$ cat src/rtl/spike_pkg.sv
// Shared types and default widths for the spike rate decoder slice.
package spike_pkg;

    typedef enum logic [1:0] {
        IDLE   = 2'd0,
        COUNT  = 2'd1,
        REPORT = 2'd2
    } spike_dec_state_t;

    localparam int unsigned SPIKE_WINDOW_W = 8;
    localparam int unsigned SPIKE_COUNT_W  = 8;

endpackage

$ cat src/rtl/spike_isi_tracker.sv
// Minimum inter-spike-interval tracker for one counting window.
// Only instantiated when SPIKE_DECODER_ISI_EN is defined.
module spike_isi_tracker
    import spike_pkg::*;
#(
    parameter int unsigned WIDTH = SPIKE_WINDOW_W
) (
    input  logic             clk,
    input  logic             rst,
    input  logic             clear,
    input  logic             sample,
    input  logic             spike_in,
    input  logic             capture,
    output logic [WIDTH-1:0] min_isi
);

    logic             seen_q;
    logic             have_q;
    logic             have_d;
    logic             new_iv;
    logic [WIDTH-1:0] gap_q;
    logic [WIDTH-1:0] gap_inc;
    logic [WIDTH-1:0] best_q;
    logic [WIDTH-1:0] best_d;

    // gap_q counts samples since the previous spike, so gap_inc is the interval
    // that would be recorded if this sample is a spike.
    always_comb begin
        gap_inc = (&gap_q) ? gap_q : gap_q + WIDTH'(1);
        new_iv  = sample && spike_in && seen_q;
        best_d  = best_q;
        have_d  = have_q;
        if (new_iv && (!have_q || gap_inc < best_q)) begin
            best_d = gap_inc;
        end
        if (new_iv) begin
            have_d = 1'b1;
        end
    end

    always_ff @(posedge clk or posedge rst) begin
        if (rst) begin
            seen_q  <= 1'b0;
            have_q  <= 1'b0;
            gap_q   <= '0;
            best_q  <= '0;
            min_isi <= '0;
        end else begin
            if (clear) begin
                seen_q <= 1'b0;
                have_q <= 1'b0;
                gap_q  <= '0;
                best_q <= '0;
            end else if (sample) begin
                if (spike_in) begin
                    seen_q <= 1'b1;
                    gap_q  <= '0;
                end else begin
                    gap_q  <= gap_inc;
                end
                best_q <= best_d;
                have_q <= have_d;
            end
            if (capture) begin
                min_isi <= have_d ? best_d : '0;
            end
        end
    end

endmodule

$ cat src/rtl/spike_rate_decoder.sv
// Rate-code receiver: counts spikes over a programmable window and reports the count.
// Optional min-ISI output enabled by defining SPIKE_DECODER_ISI_EN.
module spike_rate_decoder
    import spike_pkg::*;
#(
    parameter int unsigned WINDOW_W = SPIKE_WINDOW_W,
    parameter int unsigned COUNT_W  = SPIKE_COUNT_W
) (
    input  logic                clk,
    input  logic                rst,
    input  logic                en,
    input  logic                spike_in,
    input  logic [WINDOW_W-1:0] window_len,
    output logic [COUNT_W-1:0]  rate_out,
    output logic                rate_valid,
    output logic                overflow,
    output logic                busy
`ifdef SPIKE_DECODER_ISI_EN
    ,
    output logic [WINDOW_W-1:0] isi_out
`endif
);

    spike_dec_state_t state_q;
    spike_dec_state_t state_d;

    logic [WINDOW_W-1:0] win_q;
    logic [WINDOW_W-1:0] timer_q;
    logic [COUNT_W-1:0]  cnt_q;
    logic [COUNT_W-1:0]  cnt_d;
    logic                ovf_q;
    logic                ovf_d;
    logic                start;
    logic                last;

    // win_q - 1 wraps to all-ones for win_q == 0, giving the 2^WINDOW_W window.
    always_comb begin
        state_d = state_q;
        start   = 1'b0;
        last    = 1'b0;
        case (state_q)
            IDLE: begin
                if (en) begin
                    start   = 1'b1;
                    state_d = COUNT;
                end
            end
            COUNT: begin
                if (!en) begin
                    state_d = IDLE;
                end else if (timer_q == win_q - WINDOW_W'(1)) begin
                    last    = 1'b1;
                    state_d = REPORT;
                end
            end
            REPORT: begin
                if (en) begin
                    start   = 1'b1;
                    state_d = COUNT;
                end else begin
                    state_d = IDLE;
                end
            end
            default: state_d = IDLE;
        endcase
    end

    always_comb begin
        cnt_d = cnt_q;
        ovf_d = ovf_q;
        if (spike_in) begin
            if (&cnt_q) begin
                ovf_d = 1'b1;
            end else begin
                cnt_d = cnt_q + COUNT_W'(1);
            end
        end
    end

    always_ff @(posedge clk or posedge rst) begin
        if (rst) begin
            state_q <= IDLE;
        end else begin
            state_q <= state_d;
        end
    end

    always_ff @(posedge clk or posedge rst) begin
        if (rst) begin
            win_q      <= '0;
            timer_q    <= '0;
            cnt_q      <= '0;
            ovf_q      <= 1'b0;
            rate_out   <= '0;
            rate_valid <= 1'b0;
            overflow   <= 1'b0;
            busy       <= 1'b0;
        end else begin
            busy       <= (state_d != IDLE);
            rate_valid <= last;
            if (start) begin
                win_q   <= window_len;
                timer_q <= '0;
                cnt_q   <= '0;
                ovf_q   <= 1'b0;
            end else if (state_q == COUNT) begin
                timer_q <= timer_q + WINDOW_W'(1);
                cnt_q   <= cnt_d;
                ovf_q   <= ovf_d;
            end
            if (last) begin
                rate_out <= cnt_d;
                overflow <= ovf_d;
            end
        end
    end

`ifdef SPIKE_DECODER_ISI_EN
    spike_isi_tracker #(
        .WIDTH(WINDOW_W)
    ) u_isi (
        .clk      (clk),
        .rst      (rst),
        .clear    (start),
        .sample   (state_q == COUNT),
        .spike_in (spike_in),
        .capture  (last),
        .min_isi  (isi_out)
    );
`endif

endmodule

$ cat config.mk
export PLATFORM = sky130hd
export DESIGN_NAME = spike_rate_decoder
export DESIGN_NICKNAME = d
export VERILOG_FILES = /design/src/rtl/spike_pkg.sv /design/src/rtl/spike_isi_tracker.sv /design/src/rtl/spike_rate_decoder.sv
export SDC_FILE = /design/constraint.sdc
export NUM_CORES = 1
export LEC_CHECK = 0
export BUFFER_PORTS_ARGS = -buffer_cell sky130_fd_sc_hd__buf_2
export CORE_ASPECT_RATIO = 1.2
export CORE_UTILIZATION = 44
export DETAILED_ROUTE_END_ITERATION = 16
export PLACE_DENSITY = 0.6
export SYNTH_ARGS = -nofsm -noshare
export SYNTH_HDL_FRONTEND = slang
export SYNTH_SLANG_ARGS = --single-unit
$ cat constraint.sdc
create_clock -name clk -period 3.6 [get_ports clk]
set_input_delay 0.36 -clock clk [delete_from_list [all_inputs] [get_ports clk]]
set_output_delay 0.36 -clock clk [all_outputs]
set_load 0.02 [all_outputs]
==> Word-level counts from Yosys, hierarchy flattened <==
Cells that the tools add are included.
W data, S select, Z words.
{ "totals": {"register_bits": 38, "input_bits": 12, "output_inout_bits": 11, "elab_cells": 40} }
{ "op_classes": {"n_addsub": 3, "n_eq_ne": 3, "muxes": 20, "reduce_logical": 5} }
{ "op_table": {"columns": ["operator", "n"], "rows": [
  ["$mux W8", 6],
  ["$add A8 B1 Y8 const B", 2],
  ["$mux W1", 10],
  ["$eq A8 B8 Y1", 1],
  ["$reduce_and A8 Y1", 1],
  ["$sub A8 B1 Y8 const B", 1],
  ["$mux W2", 3],
  ["$pmux W2 S3", 1],
  ["$reduce_bool A2 Y1", 2],
  ["$eq A2 B1 Y1 const B", 1],
  ["$eq A2 B2 Y1 const B", 1],
  ["$logic_not A2 Y1", 1],
  ["$reduce_or A2 Y1", 1]
]} }

==> Longest topological paths before layout <==
Gate-level depths: netlist of run 1.
{ "depth": {"word_depth": 6, "mapped_depth": 8, "depth_no_buf": 7} }

==> Worst setup path after synthesis of run 1 <==
No wires, ideal clock.
{ "synth_timing": {"path_kind": "register -> register", "start": "register win_q[0]", "end": "register rate_out[0]", "setup_ns": 0.125, "arrival_ns": 2.152, "required_time_ns": 3.475, "slack_ns": 1.323, "stages_incl_launch_ff": 9, "path_buffers": 1, "synth_period_minus_slack_ns": 2.277, "path_cell_list": "dfrtp_1 > inv_1 > ha_1 > or3b_1 > o31ai_1 > nand4_2 > nor4_2 > buf_6 > mux2_4"} }
{ "synth_between": {"elab_chain_len": 5} }
{ "synth_lines": {"columns": ["item", "line_no", "source"], "rows": [
  ["start, declared", "spike_rate_decoder.sv:27", "logic [WINDOW_W-1:0] win_q;"],
  ["start signal, assigned", "spike_rate_decoder.sv:102", "win_q <= window_len;"],
  ["$sub A8 B1 Y8", "spike_rate_decoder.sv:51", "end else if (timer_q == win_q - WINDOW_W'(1)) begin"],
  ["$eq A8 B8 Y1", "spike_rate_decoder.sv:51", null],
  ["$mux W1", "spike_rate_decoder.sv:51", null],
  ["$mux W1", "spike_rate_decoder.sv:49", "if (!en) begin"],
  ["$mux W1", "spike_rate_decoder.sv:41", "case (state_q)"],
  ["named net last", "spike_rate_decoder.sv:34", "logic last;"],
  ["end signal, assigned", "spike_rate_decoder.sv:112", "rate_out <= cnt_d;"],
  ["end, declared", "spike_rate_decoder.sv:14", "output logic [COUNT_W-1:0] rate_out,"]
]} }
The timed path passes the listed nets, and every way through them passes these cells.
A chain may end at the register's enable or synchronous reset.

==> Worst setup path in the final report of run 1 <==
{ "layout_timing": {"start": "register win_q[0]", "end": "register rate_out[0]"} }
{ "layout_between": {"elab_chain_len": 5} }
{ "layout_lines": {"columns": ["item", "line_no"], "rows": [
  ["$sub A8 B1 Y8", "spike_rate_decoder.sv:51"],
  ["$eq A8 B8 Y1", "spike_rate_decoder.sv:51"],
  ["$mux W1", "spike_rate_decoder.sv:51"],
  ["$mux W1", "spike_rate_decoder.sv:49"],
  ["$mux W1", "spike_rate_decoder.sv:41"]
]} }
No other way between the ends.

==> results of run 1 <==
-- path summary, 6_finish.rpt --
check / end / cells after the start
setup reg to reg: rate_out[0] / 8
hold reg to reg: busy / 1
min in group clk: win_q[6] / 3
hold / removal: cnt_q[0] / 3
setup / recovery: rate_out[0] / 8
max in group asynchronous: win_q[2] / 3
-- layout make-up --
type                       count  area, um^2  share of cell area
clock buffer                   7        86.3              0.0399
clock inverter                 1        5.00             0.00231
inverter                      12        45.0              0.0208
multi-input combinational    140         875               0.405
sequential                    38         951               0.440
tap                           54        67.6              0.0313
timing repair buffer          25         133              0.0613
-- flip-flops by register name (all words and copies together) (netlist names) --
name / flops
timer_q: 8
busy: 1
rate_out: 8
cnt_q: 8
win_q: 8
overflow: 1
ovf_q: 1
rate_valid: 1
state_q: 2
-- worst max-delay path, stage by stage, from the launching register on --
cell and delay (ps):
dfrtp_1 410, inv_1 90, ha_1 190, or3b_1 400, o31ai_1 270, nand4_2 170, nor4_2 260, buf_4 250
mux2_4 320
-- per-layer routing --
layer | wire length (um) | vias to the layer above | GRT usage
li1 | - | 725 | -
met1 | 1580 | 674 | 0.232
met2 | 1880 | 33 | 0.325
met3 | 138 | 6 | 0.0487
met4 | 62 | 0 | 0.0815
met5 | 0 | - | 0
-- Yosys cell counts (all sizes together) --
master,n,area [um^2]
or3,2,12.5
or4,3,22.5
and3,1,6.26
xnor2,9,78.8
a21boi,1,7.51
nand2b,3,18.8
or3b,1,8.76
a31oi,2,12.5
ha,3,37.5
o31a,1,8.76
nand3,6,30.0
nor4,4,31.3
o31ai,4,30.0
buf,2,16.3
clkbuf,3,11.3
nand3b,1,7.51
nor2,11,41.3
nor2b,2,12.5
o211ai,1,7.51
nor3,3,15.0
xor2,10,87.6
inv,12,45.0
dfrtp,38,951
o21ai,18,90.1
a22o,2,17.5
a21oi,1,5.00
nand4,6,43.8
mux2,2,30.0
mux2i,8,80.1
nand2,35,131
-- where the power goes --
part | leakage, nW | internal [mW] | switching (mW) | total (mW)
Sequential | 0.473 | 0.520 | 0.101 | 0.621
Clock | 0.0482 | 0.154 | 0.144 | 0.298
Combinational | 0.471 | 0.160 | 0.212 | 0.372
-- through the flow --
step / utilization / cell area [um^2] / instances / setup slack (ps) / hold WS [ps]
detailed placement: 0.513 / 2070 / 269 / 1150 / 499
global route: 0.536 / 2160 / 277 / 997 / 218
CTS: 0.536 / 2160 / 277 / 1090 / 184
global placement: 0.513 / 2070 / 269 / 1230 / 476
floorplan: - / 1900 / 195 / 1320 / 457
finish: 0.536 / 2160 / 277 / 1120 / 170
-- cells by family (layout without fill, tap and decap cells) --
logic type,count (synthesis),in the layout,synth area share
flops,38,38,0.501
compound gates,30,30,0.0943
buf+inv,17,45,0.0382
mux,10,10,0.0580
simple gates,78,78,0.201
xor+xnor,19,19,0.0877
fa+ha+maj,3,3,0.0198
==> results.md, run 1 <==
- Post-CTS resize count: 0
- Initial drt markers: 77
- Tcrit/Tclk final: 0.690
- Floorplan core area: 0.00404 mm^2
- HP Class: in -> async
- Status: finished, final reports clean
- Avg Inst Size Synth: 9.73 um^2
- Req. time, crit path: 3770 ps
- Per-cell routed wire length: 13.2 um
- Total Power: 1.29 mW
- Worst r2r src: win_q[0]
- Clock sinks: 38
- Antenna viol nets, final: 0
- Final number of setup-violating endpoints: 0
- Commonest non-fill, non-tap cell in the layout: dfrtp_1
- First-pass DRT Iterations: 4
- CP Class: reg -> reg
- Initial antenna violation count: 0
- Total CTS buffers: 5
- First-pass GRT wire length: 6400 um
- Die height: 73.9 um
- Gr ovfl total: 0
- Row count: 25
- PD cells: 598 mW/mm^2
- Root Driver: clkbuf_8
- Post-Syn Nets: 210
- Crit. End Element: flop
- Die width: 62.0 um
- I/O pins: 23
- Filler cell count: 369
- Worst-case clock buffer depth: 2
- Hold_buf cts: 0
- Max-slew headroom: 0.565
- Unrepaired setup endpoints after global routing: no
- Syn Inst Count: 195
- Gp weighted congestion: 0.836
- Data arrival time of the critical path: 2660 ps
- Total Routing Usage GR: 0.194
- Residual DRC: 0
- Setup Buffers After CTS: 0
- Fin nets: 237
- Estimated wirelength of the detail-placed design: 2600 um
- Max Fclk: 403 MHz
- Htree depth: 2
- Initial Utilization: 0.470
- Clock period minus worst slack: 2480 ps
- Synth cell types: 34
- Post-synthesis sequential area ratio: 0.501
- LEAKAGE: 0.991 nW
- Vias in the first global route: 1467
- Vias/cell: 5.19
- YS warnings: 0
- Worst Path Max Fanout: 10
- Slew Limit Fails: 0
- Share of layout cells above drive strength 1: 0.161
- Crit start category: flop
- Max-Cap Viols: 0
- WL final: 3660 um
- Yosys reg bits: 38
- VDD IR max: 0.250 mV
- TritonCTS clock tree: done
- Area growth from synthesis to layout: 13.9%
- Clk_lat worst skew: 290 ps
- Worst Setup SP: win_q[0]
- Post-Syn Area: 0.00190 mm^2
- Clock slew at reported path FFs: 70 ps
- Most frequent cells in the layout: dfrtp_1 (38), nand2_1 (35), buf_2 (22)
- Worst-margin pin slew: 650 ps
- TNS Setup: 0 ps
- Largest net degree at the start of global routing: 39
- Port buffer count: 22
- Fin. Hold Viols: 0
- Die area: 0.00458 mm^2
- DR vias: 1438
- Flop2flop setup slack: 1120 ps
- Final Skew: 4.00 ps
- Ant diodes: 0
No activity file was read; power rests on OpenSTA's default activity.
==> inputs of run 2 (changes only) <==
- PLACE_DENSITY: 0.6 -> 0.63
- clock period: 3.6 -> 2.05 ns (I/O delays scaled with it)
==> results.md, run 2 (same netlist as run 1, synthesis figures left out) <==
- Unrepaired setup endpoints after global routing: yes
- Clock slew at reported path FFs: 80 ps (about the same)
- Clk_lat worst skew: 290 ps (about the same)
- Row count: 25 (unchanged)
- Root Driver: clkbuf_8
- Total Routing Usage GR: 0.209 (+0.0152)
- TNS Setup: -1420 ps (-1420 ps)
- Htree depth: 2 (unchanged)
- VDD IR max: 0.587 mV (+140%)
- Req. time, crit path: 2210 ps (-1560 ps)
- Clock sinks: 38 (unchanged)
- First-pass DRT Iterations: 4 (unchanged)
- Initial Utilization: 0.470 (unchanged)
- Crit. End Element: flop
- Worst-margin pin slew: 478 ps (-172 ps)
- Fin util: 0.606 (+0.0698)
- Fin. Hold Viols: 0 (unchanged)
- Max-Cap Viols: 0 (unchanged)
- Per-cell routed wire length: 14.0 um (+6.3%)
- Proportion of power drawn by combinational gates: 0.327 (+0.039)
- First-pass GRT wire length: 6850 um (+7.0%)
- Slew Limit Fails: 0 (unchanged)
- Crit start category: flop
- TritonCTS clock tree: done
- Initial drt markers: 85 (+10%)
- Total CTS buffers: 5 (unchanged)
- Sequential power share: 0.387 (-0.094)
- Commonest non-fill, non-tap cell in the layout: dfrtp_1
- P_sw: 0.904 mW (+98%)
- Worst path slowest cell: or4_4
- Worst-case clock buffer depth: 2 (unchanged)
- Status: finished, violations left
- Antenna viol nets, final: 0 (unchanged)
- Gr ovfl total: 0 (unchanged)
- Area growth from synthesis to layout: 28.7%
- Final number of setup-violating endpoints: 10 (+10)
- Ant diodes: 0 (unchanged)
- Share of layout cells above drive strength 1: 0.279 (+0.117)
- Post-route cell area: 0.00244 mm^2 (+13%)
- Vias/cell: 5.27 (+1.6%)
- Sw frac: 0.327 (-0.0267)
- Fin nets: 258 (+8.9%)
- Failing checks: setup timing
- Hold_buf cts: 0 (unchanged)
- PD cells: 1130 mW/mm^2 (+89%)
- HP Class: in -> async
- Data arrival time of the critical path: 2400 ps (-260 ps)
- Die height: 73.9 um (unchanged)
- Max-slew headroom: 0.682 (+0.116)
- Gp weighted congestion: 0.780 (-6.7%)
- Die area: 0.00458 mm^2 (unchanged)
- Estimated wirelength of the detail-placed design: 2930 um (+12%)
- Crit-path cells: inv_2 -> ha_4 -> or3b_4 -> or4_4 -> nand4_2 -> nor4_2 -> buf_4 -> buf_12 -> mux2i_4
- Clock power frac: 0.286 (+0.055)
- Fin cells: 298 (+7.6%)
- Total Power: 2.76 mW (+110%)
- Worst Path Max Fanout: 7 (-3)
- Most frequent cells in the layout: dfrtp_1 (38), nand2_1 (35), buf_2 (22), buf_4 (22), o21ai_0 (15)
- Tcrit/Tclk final: 1.09 (+0.403)
- Cell Int Power: 1.86 mW (+120%)
- Die width: 62.0 um (unchanged)
- Residual DRC: 0 (unchanged)
- WL final: 4180 um (+14%)
- Cells after DPL: 287 (+6.7%)
- CP Class: reg -> reg
- DR vias: 1571 (+9.2%)
- Clock period minus worst slack: 2240 ps (-244 ps)
- Max Fclk: 447 MHz (+11%)
- Vias in the first global route: 1520 (+3.6%)
- LEAKAGE: 1.13 nW (+14%)
- Initial antenna violation count: 0 (unchanged)
- Port buffer count: 22 (unchanged)
- Cell Area, Placed: 0.00223 mm^2 (+7.5%)
- Final WS setup: -189 ps (-1310 ps)
- Floorplan core area: 0.00404 mm^2 (unchanged)
- Largest net degree at the start of global routing: 39 (unchanged)
- Final Skew: 4.08 ps (+0.0737 ps)
- Filler cell count: 346 (-6.2%)
- Max incr delay on CP: 430 ps (+20 ps)
- I/O pins: 23 (unchanged)
[run 2: changes by cell type in the layout (fill, tap and decap cells not counted), moves of 2 or more]
| cell | previous run | this run |
|---|---|---|
| inv_2 | 0 | 2 |
| bufinv_16 | 0 | 2 |
| inv_1 | 12 | 10 |
| or4_1 | 3 | 0 |
| buf_4 | 3 | 22 |
| or4_4 | 0 | 3 |
[run 2: final cells by class]
type,count,area [um^2],share of cell area
flip-flops and latches,38,951,0.389
clock inverters,2,60.1,0.0246
clock buffers,6,82.6,0.0338
repair buffers,46,307,0.125
multi-input cells,140,931,0.381
well taps,54,67.6,0.0276
inverters,12,45.0,0.0184
[run 2: critical path: cells and delay by family (launching register included)]
family / cells / cell delay [ps]
adder cells (fa/ha/maj): 1 / 140
buffers and inverters: 3 / 400
flip-flops: 1 / 400
multiplexers: 1 / 170
AND/OR/NAND/NOR: 4 / 990
[run 2: worst paths after layout]
| kind | startpoint | end | slack (ps) | cells past startpoint |
|---|---|---|---|---|
| setup / recovery | win_q[1] | rate_out[6] | -190 | 9 |
| hold / removal | rst | win_q[7] | 10 | 3 |
| setup reg to reg | win_q[1] | rate_out[6] | -190 | 9 |
| hold reg to reg | win_q[7] | win_q[7] | 500 | 2 |
| max in group asynchronous | rst | rate_out[2] | 1700 | 3 |
| min in group clk | window_len[2] | win_q[2] | 100 | 3 |
[run 2: layer usage]
layer / GRT usage / part of all wire / wire length (um) / vias up
met2: 0.359 / 0.54 / 2250 / 35
met4: 0.0716 / 0.013 / 55 / 0
met1: 0.244 / 0.41 / 1720 / 767
met3: 0.0591 / 0.037 / 154 / 6
met5: 0 / 0 / 0 / -
li1: - / - / - / 763
[run 2: what timing repair did]
action,CTS,global route
endpoints found under the setup margin,11,11
pin swaps,4,2
gates resized for setup,10,2
setup buffers,2,1
[run 2: power by group through the flow]
| stage | sequential, mW | combinational (mW) | clock, mW |
|---|---|---|---|
| after global routing | 1.09 | 0.997 | 0.836 |
| after detailed placement | 1.08 | 0.813 | 0 |
| after global placement | 1.07 | 0.779 | 0 |
| after CTS | 1.07 | 0.872 | 0.807 |
| after floorplan | 1.14 | 0.432 | 0 |
| final | 1.07 | 0.902 | 0.789 |
[run 2: through the flow]
step | setup WS [ps] | hold slack, ps
final | -189 | 13.1
after global routing | -239 | 61.4
after CTS | -200 | 32.2
after detailed placement | -255 | 352
after global placement | -145 | 334
after floorplan | -179 | 310
==> inputs of run 3 (changes only) <==
- CORE_UTILIZATION: 44 -> 50
- PLACE_DENSITY: 0.63 -> 0.7
==> results.md, run 3 (same netlist as run 1, synthesis figures left out) <==
- Req. time, crit path: 2230 ps (+20 ps)
- Data arrival time of the critical path: 2420 ps (+20 ps)
- Root Driver: clkbuf_8
- Initial drt markers: 54 (-36%)
- CP Class: reg -> reg
- DR vias: 1599 (+1.8%)
- HP Class: in -> async
- M2 GR Usage: 0.402 (+0.0430)
- Max incr delay on CP: 520 ps (+90 ps)
- Initial Utilization: 0.522 (+0.0520)
- Worst path slowest cell: or4_4
- Commonest non-fill, non-tap cell in the layout: dfrtp_1
- Floorplan core area: 0.00363 mm^2 (-10%)
- Row count: 24 (-4.0%)
- I/O pins: 23 (unchanged)
- Crit-path cells: inv_2 -> ha_4 -> xnor2_2 -> xnor2_1 -> or4_4 -> nor4_4 -> buf_4 -> mux2_4
- PD cells: 1060 mW/mm^2 (-6.2%)
- Die area: 0.00405 mm^2 (-12%)
- Met3 usage: 0.0616 (+0.00244)
- Max-Cap Viols: 0 (unchanged)
- VDD IR max: 0.645 mV (+9.9%)
- TritonCTS clock tree: done
- Slew Limit Fails: 0 (unchanged)
- Antenna viol nets, final: 0 (unchanged)
- Clock sinks: 38 (unchanged)
- TNS Setup: -1750 ps (-331 ps)
- Clock slew at reported path FFs: 80 ps (about the same)
- Largest net degree at the start of global routing: 39 (unchanged)
- Status: finished, violations left
- Worst Path Max Fanout: 4 (-3)
- Die height: 69.5 um (-6.0%)
- Port buffer count: 22 (unchanged)
- Gr ovfl total: 0 (unchanged)
- Unrepaired setup endpoints after global routing: yes
- Die width: 58.2 um (-6.0%)
- Per-cell routed wire length: 14.7 um (+4.8%)
- LEAKAGE: 1.11 nW (-2.1%)
- Gp weighted congestion: 0.797 (+2.1%)
- Vias in the first global route: 1594 (+4.9%)
- Residual DRC: 0 (unchanged)
- First-pass GRT wire length: 7270 um (+6.0%)
- Estimated wirelength of the detail-placed design: 2990 um (+2.0%)
- Fin nets: 257 (-0.39%)
- Share of layout cells above drive strength 1: 0.280 (+0.00115)
- Clock period minus worst slack: 2240 ps (+4.33 ps)
- Final WS setup: -193 ps (-4.33 ps)
- Worst-margin pin slew: 536 ps (+58.3 ps)
- Max-slew headroom: 0.641 (-0.0405)
- Fin. Hold Viols: 0 (unchanged)
- Vias/cell: 5.42 (+2.8%)
- Tcrit/Tclk final: 1.09 (+0.00211)
- Htree depth: 2 (unchanged)
- Most frequent cells in the layout: dfrtp_1 (38), nand2_1 (35), buf_2 (22), buf_4 (22), o21ai_0 (15)
- Hold_buf cts: 0 (unchanged)
- Initial antenna violation count: 0 (unchanged)
- First-pass DRT Iterations: 4 (unchanged)
- Failing checks: setup timing
- Final Skew: 5.76 ps (+1.68 ps)
- WL final: 4340 um (+3.8%)
- Total CTS buffers: 5 (unchanged)
- Crit. End Element: flop
- Met1 Usage GRT: 0.283 (+0.0381)
- Max Fclk: 446 MHz (-0.19%)
- Crit start category: flop
- Layer with the highest usage: met2
- Ant diodes: 0 (unchanged)
- Clk_lat worst skew: 290 ps (about the same)
- Cells after DPL: 283 (-1.4%)
- Total Routing Usage GR: 0.239 (+0.0301)
- Final number of setup-violating endpoints: 12 (+2)
- Fin util: 0.660 (+0.0549)
- Area growth from synthesis to layout: 26.4%
- Worst-case clock buffer depth: 2 (unchanged)
- Fin cells: 295 (-1.0%)
[run 3: path summary, 6_finish.rpt]
kind	end	slack [ps]	depth (start not counted)	startpoint
max	rate_out[0]	-190	8	win_q[1]
min	rate_out[5]	7	3	rst
max reg2reg	rate_out[0]	-190	8	win_q[1]
min reg2reg	win_q[7]	500	2	win_q[7]
max in group asynchronous	rate_out[0]	1700	3	rst
min in group clk	win_q[2]	100	3	window_len[2]
[run 3: area by class of cell]
class                      instances  area [um^2]
fill                             298         1230
clock buffer                       6         82.6
multi-input combinational        140          948
clock inverter                     2         12.5
sequential                        38          951
timing repair buffer              45          295
tap                               52         65.1
inverter                          12         45.0
[run 3: layer usage]
layer,share of wire,routed length (um)
met1,0.41,1800
met2,0.53,2290
met3,0.030,130
met4,0.028,120
met5,0,0
[run 3: critical path, delay by kind of cell, from the launching register on]
| kind | cells | cell delay [ps] |
|---|---|---|
| simple gates | 2 | 790 |
| fa+ha+maj | 1 | 160 |
| mux | 1 | 300 |
| buf+inv | 2 | 250 |
| flops | 1 | 370 |
| xor+xnor | 2 | 270 |
[run 3: metrics by stage]
step / setup WS (ps) / power [mW] / cell area, um^2 / hold slack, ps
floorplan: -179 / 1.57 / 1910 / 310
finish: -193 / 2.54 / 2400 / 6.72
detailed placement: -212 / 1.88 / 2210 / 347
global route: -284 / 2.68 / 2400 / 64.2
global placement: -126 / 1.82 / 2210 / 329
CTS: -140 / 2.48 / 2360 / 33.8
[run 3: power breakdown]
part           switching (mW)  total, mW  internal (mW)
registers               0.174       1.09          0.913
logic                   0.496      0.920          0.423
clock network           0.266      0.536          0.270
total                   0.937       2.54           1.61
[run 3: what timing repair did]
item,CTS,global route
pin swaps,1,0
resized for setup,8,5
setup endpoints to repair,11,12
buffers inserted,3,1
